File: src/rtl/tqvp_prism_hostif.sv
// TinyQV host interface for a PRISM core: control register, capture FIFO and masked interrupts.
// Optional PRISM_HOSTIF_TIMESTAMP_EN stores a 16-bit cycle stamp with each capture in FDATA[31:16].
module tqvp_prism_hostif #(
    parameter int OUT_W       = 9,
    parameter int EXTRA_W     = 9,
    parameter int FIFO_DEPTH  = 4,
    parameter int FIFO_THRESH = 2,
    parameter int EXT_IRQ     = 1,
    localparam int EXT_W      = (EXT_IRQ > 0) ? EXT_IRQ : 1
) (
    input  logic               clk,
    input  logic               rst_n,
    input  logic [5:0]         address,
    input  logic [31:0]        data_in,
    input  logic [1:0]         data_write_n,
    input  logic [1:0]         data_read_n,
    output logic [31:0]        data_out,
    output logic               data_ready,
    input  logic               prism_halt,
    input  logic [OUT_W-1:0]   prism_out,
    input  logic               cap_strobe,
    input  logic [EXT_W-1:0]   ext_irq,
    output logic               prism_enable,
    output logic               prism_reset,
    output logic [EXTRA_W-1:0] extra_in,
    output logic               user_interrupt
);
    localparam int NUM_IRQ = 3 + EXT_IRQ;
    localparam int PW      = $clog2(FIFO_DEPTH);
    localparam int CW      = 5;
`ifdef PRISM_HOSTIF_TIMESTAMP_EN
    localparam int ENT_W   = 16 + OUT_W;
`else
    localparam int ENT_W   = OUT_W;
`endif

    logic               en_q, dbg_q, rd_act_q, irq_q;
    logic [EXTRA_W-1:0] extra_q;
    logic [NUM_IRQ-1:0] istat_q, istat_d, imask_q, lvl, lvl_q, set;
    logic [PW-1:0]      rd_ptr_q, wr_ptr_q;
    logic [CW-1:0]      count_q, count_d;
    logic [ENT_W-1:0]   mem_q [FIFO_DEPTH];
    logic [ENT_W-1:0]   wdata, head;
    logic               wr_en, rd_act, rd_start, empty, full, flush, pop, push, ovf;

    assign wr_en    = (data_write_n == 2'b10);
    assign rd_act   = (data_read_n != 2'b11);
    assign rd_start = rd_act & ~rd_act_q;
    assign empty    = (count_q == '0);
    assign full     = (count_q == CW'(FIFO_DEPTH));
    assign flush    = wr_en & (address == 6'h00) & data_in[2];
    assign pop      = rd_start & (address == 6'h0C) & ~empty;
    // A pop frees the slot the tail is about to overwrite, so a full FIFO can still accept.
    assign push     = cap_strobe & (~full | pop) & ~flush;
    assign ovf      = cap_strobe & full & ~pop & ~flush;
    assign head     = mem_q[rd_ptr_q];

`ifdef PRISM_HOSTIF_TIMESTAMP_EN
    logic [15:0] stamp_q;
    always_ff @(posedge clk or negedge rst_n)
        if (!rst_n) stamp_q <= '0;
        else        stamp_q <= stamp_q + 16'd1;
    assign wdata = {stamp_q, prism_out};
`else
    assign wdata = prism_out;
`endif

    always_comb begin
        lvl    = '0;
        lvl[0] = prism_halt;
        lvl[1] = (count_q >= CW'(FIFO_THRESH));
        for (int i = 0; i < EXT_IRQ; i++) lvl[3+i] = ext_irq[i];
        set    = lvl & ~lvl_q;
        set[2] = ovf;
        // Set is OR-ed in after the clear so a coincident event is never lost.
        istat_d = (istat_q & ~((wr_en && address == 6'h04) ? data_in[NUM_IRQ-1:0] : '0)) | set;
        count_d = flush ? '0 : count_q + CW'(push) - CW'(pop);
    end

    always_ff @(posedge clk or negedge rst_n) begin
        if (!rst_n) begin
            en_q     <= 1'b0;
            dbg_q    <= 1'b0;
            rd_act_q <= 1'b0;
            irq_q    <= 1'b0;
            extra_q  <= '0;
            istat_q  <= '0;
            imask_q  <= '0;
            lvl_q    <= '0;
            rd_ptr_q <= '0;
            wr_ptr_q <= '0;
            count_q  <= '0;
            for (int i = 0; i < FIFO_DEPTH; i++) mem_q[i] <= '0;
        end else begin
            rd_act_q <= rd_act;
            lvl_q    <= lvl;
            istat_q  <= istat_d;
            irq_q    <= |(istat_q & imask_q);
            count_q  <= count_d;
            if (wr_en && address == 6'h00) begin
                en_q  <= data_in[0];
                dbg_q <= data_in[1];
            end
            if (wr_en && address == 6'h08) imask_q <= data_in[NUM_IRQ-1:0];
            if (wr_en && address == 6'h18) extra_q <= data_in[EXTRA_W-1:0];
            if (push) mem_q[wr_ptr_q] <= wdata;
            if (flush) begin
                rd_ptr_q <= '0;
                wr_ptr_q <= '0;
            end else begin
                if (pop)  rd_ptr_q <= rd_ptr_q + PW'(1);
                if (push) wr_ptr_q <= wr_ptr_q + PW'(1);
            end
        end
    end

    always_comb begin
        data_out = '0;
        case (address)
            6'h00: data_out = {30'd0, dbg_q, en_q};
            6'h04: data_out = 32'(istat_q);
            6'h08: data_out = 32'(imask_q);
            6'h0C: if (!empty) begin
                data_out[OUT_W-1:0] = head[OUT_W-1:0];
`ifdef PRISM_HOSTIF_TIMESTAMP_EN
                data_out[31:16]     = head[ENT_W-1:OUT_W];
`endif
            end
            6'h10: begin
                data_out[CW-1:0] = count_q;
                data_out[8]      = empty;
                data_out[9]      = full;
            end
            6'h18: data_out = 32'(extra_q);
            default: data_out = '0;
        endcase
    end

    assign data_ready     = 1'b1;
    assign prism_enable   = en_q;
    assign prism_reset    = dbg_q;
    assign extra_in       = extra_q;
    assign user_interrupt = irq_q;
endmodule

File: config.mk
export PLATFORM = sky130hd
export DESIGN_NAME = tqvp_prism_hostif
export DESIGN_NICKNAME = d
export VERILOG_FILES = /design/src/rtl/tqvp_prism_hostif.sv
export SDC_FILE = /design/constraint.sdc
export NUM_CORES = 1
export LEC_CHECK = 0
export ABC_AREA = 0
export CELL_PAD_IN_SITES_DETAIL_PLACEMENT = 1
export CELL_PAD_IN_SITES_GLOBAL_PLACEMENT = 2
export CORE_MARGIN = 5
export CORE_UTILIZATION = 28
export CTS_BUF_LIST = sky130_fd_sc_hd__clkbuf_16
export DETAILED_ROUTE_END_ITERATION = 8
export PLACE_DENSITY_LB_ADDON = 0.15
export SETUP_SLACK_MARGIN = 0.4
export SLEW_MARGIN = 20
export SYNTH_ARGS = -nofsm -noshare
export SYNTH_HDL_FRONTEND = slang
export SYNTH_SLANG_ARGS = --single-unit
export TNS_END_PERCENT = 20
File: constraint.sdc
create_clock -name clk -period 2.76 [get_ports clk]
set_input_delay 0.552 -clock clk [delete_from_list [all_inputs] [get_ports clk]]
set_output_delay 0.552 -clock clk [all_outputs]
set_load 0.02 [all_outputs]
==> impl_metrics.env <==
export IMPL_numCtsBuffers=9
export IMPL_dr_total_vias=2728
export IMPL_critical_path_class="reg -> out"
export IMPL_synthArstFlopShare=1.00
export IMPL_die_x_um=126
export IMPL_syn_cell_area_mm2=0.00375
export IMPL_h_tree_depth=3
export IMPL_switching_share=0.320
export IMPL_crit_start="count_q[3]"
export IMPL_synth_edf_count=0
export IMPL_clock_skew_ns=0.00545
export IMPL_crit_chain="inv_2 -> ha_4 -> or4b_4 -> and3_4 -> buf_12 -> a22oi_2 -> nand2_1 -> buf_6"
export IMPL_grt_usage=0.134
export IMPL_diodes=0
export IMPL_p_clk_frac=0.248
export IMPL_grt_pass1_vias=2997
export IMPL_cp_start_kind="register"
export IMPL_ant_nets=0
export IMPL_drc=0
export IMPL_path_buf_inv=3
export IMPL_grt_max_degree=37
export IMPL_rsz0062_at_grt="true"
export IMPL_synth_cell_type_count=46
export IMPL_wire_per_inst_um=17.3
export IMPL_cp_max_fo=8
export IMPL_total_power_mw=4.31
export IMPL_routed_wl_um=10300
export IMPL_firstDrtPassIters=4
export IMPL_core_area_mm2=0.0132
export IMPL_critical_path_max_stage_delay_ns=0.49
export IMPL_crit_arrival_ns=2.17
export IMPL_final_setup_worst_slack_ns=0.0381
export IMPL_path_delay_family="simple AND/OR/NAND/NOR gates"
export IMPL_die_area_mm2=0.0158
export IMPL_overflow=0
export IMPL_ys_ff_latch=69
export IMPL_synth_top_flop_cell="dfrtp_1"
export IMPL_power_density_mw_per_mm2=812
export IMPL_hold_violations=0
export IMPL_seq_area_frac_synth=0.460
export IMPL_clockBufferDepth=2
export IMPL_via_per_inst=4.58
export IMPL_syn_area_per_cell_um2=12.4
export IMPL_required_ns=2.21
export IMPL_cp_end_kind="output pin"
export IMPL_grt_pass1_wl_um=16600
export IMPL_max_slew_margin=0.393
export IMPL_maxCapViolations=0
export IMPL_pin_count=101
export IMPL_setup_violations_final=0
export IMPL_cp_slowest_cell="or4b_4"
export IMPL_gp_congestion=0.775
export IMPL_final_cells=595
export IMPL_dpl_hpwl_um=7740
export IMPL_leakage_nw=2.37
export IMPL_cts_root_buf="clkbuf_16"
export IMPL_p_sw_mw=1.38
export IMPL_area_growth_pct=41.6
export IMPL_antenna_found_initial=0
export IMPL_clkSlewWorstSetupHoldPaths_ns=0.06
export IMPL_dp_slack_ns=-0.538
export IMPL_portBuffers=54
export IMPL_tightest_slew_ns=0.910
export IMPL_drt_first_iter_violations=92
export IMPL_die_y_um=126
export IMPL_placementRows=42
export IMPL_start_util=0.284
export IMPL_syn_inst=302
export IMPL_dpl_cell_count=575
export IMPL_finalNetCount=484
export IMPL_cts_tree="yes"
export IMPL_max_clock_freq_mhz=367
export IMPL_yosys_warnings=0
export IMPL_p_comb_frac=0.387
export IMPL_clkLatencyLatePin_ns=0.34
export IMPL_fin_crit_ns=2.72
export IMPL_internal_power_mw=2.94
export IMPL_fin_crit_sh=0.986
export IMPL_p_seq_frac=0.365
export IMPL_peakVddDrop_mv=0.322
export IMPL_cts_sinks=69
export IMPL_reg2reg_from="count_q[3]"
export IMPL_drive_gt1_frac=0.427
export IMPL_hp_class="in -> async"
export IMPL_slew_violations=0
export IMPL_hold_buffers=0
export IMPL_outcome="complete, no violations"
-- synth_stat cells (4+ instances only) --
library cell,n,area [um^2]
dfrtp_1,69,1730
mux2_2,48,541
buf_4,23,173
inv_1,20,75.1
nand2_1,17,63.8
ha_1,13,163
a22oi_1,10,75.1
mux4_2,9,203
nor2_1,9,33.8
o21ai_0,7,35.0
a21oi_1,6,30.0
a22o_1,6,52.6
nand3_1,5,25.0
a211oi_4,4,80.1
and2_1,4,25.0
and3_1,4,25.0
xnor2_1,4,35.0
-- sequential cells by signal, indices dropped and copies added, names as in the netlist, 2 cells and up --
name	flops
imask_q	4
extra_in	9
mem_q	36
wr_ptr_q	2
istat_q	4
count_q	5
rd_ptr_q	2
lvl_q	3
-- cell usage in the layout (no fill, tap or decap), drive strengths merged, types with 2 or more instances in the layout --
cell,netlist,routed
xnor2,4,4
nor3,3,3
clkbuf,3,9
dlygate4sd2,0,8
nand4,2,2
clkinv,0,2
clkinvlp,0,3
a22o,6,6
o21bai,2,2
nand2b,3,3
ha,13,13
nor2b,3,3
and3,4,4
dfrtp,69,69
buf,29,69
mux2,50,50
a211oi,4,4
or4b,2,2
a22oi,10,10
nand3,5,5
and2,4,4
mux4,9,9
nor2,9,9
conb,2,23
clkdlybuf4s50,0,35
o2bb2ai,2,2
inv,20,22
nand2,17,17
mux2i,2,2
o21ai,7,7
a21oi,6,6
-- power groups by stage --
stage	sequential (mW)	clock, mW	combinational (mW)
after detailed placement	1.59	0	1.55
after global placement	1.58	0	1.53
after global routing	1.62	1.15	1.84
final	1.58	1.07	1.67
after floorplan	1.57	0	0.984
after CTS	1.58	1.10	1.63
-- area by class of cell --
type | instances | area (um^2)
well taps | 176 | 220
fillers | 1409 | 7880
multi-input cells | 202 | 1940
repair buffers | 112 | 1070
clock buffers | 9 | 225
clock inverters | 7 | 52.6
inverters | 20 | 75.1
flip-flops and latches | 69 | 1730
-- per-layer routing --
metal  vias to the layer above  GRT usage  routed length (um)
met5                         -          0                   0
met4                         0     0.0435                 142
met3                        11     0.0301                 316
met2                        56      0.227                5310
met1                      1407      0.171                4500
li1                       1254          -                   -
-- path summary, 6_finish.rpt --
path                               end  slack, ns  cells after the start
setup reg to reg            count_q[4]       0.04                     14
max in group asynchronous    mem_q[20]       1.70                      2
setup / recovery           data_out[3]       0.04                      8
hold reg to reg              mem_q[23]       0.50                      1
hold / removal              count_q[2]       0.35                      1
min in group clk             mem_q[23]       0.50                      1
-- timing repair --
item / CTS / global route
pin swaps: 16 / 12
setup endpoints to repair: 51 / 47
gates resized for setup: 87 / 14
buffers inserted: 2 / 2
-- stage by stage --
step	hold slack [ns]	utilization	instance area (um^2)	TNS, ns
5_1_grt	0.417	0.403	5320	-0.310
3_5_place_dp	0.495	0.369	4860	-7.12
2_1_floorplan	0.256	-	3850	-0.0361
4_1_cts	0.374	0.397	5240	-0.0505
3_3_place_gp	0.484	0.369	4860	-6.68
6_report	0.346	0.403	5320	0
-- kinds of logic (layout without fill, tap and decap cells) --
kind of cell / after synthesis / after routing / synth area share
mux: 61 / 61 / 0.211
other cells: 2 / 23 / 0.00200
simple gates: 60 / 60 / 0.0984
buf+inv: 52 / 148 / 0.0817
compound gates: 40 / 40 / 0.0884
fa+ha+maj: 14 / 14 / 0.0487
xor+xnor: 4 / 4 / 0.00934
flops: 69 / 69 / 0.460
Note: power is estimated with default switching activity, not from simulation.
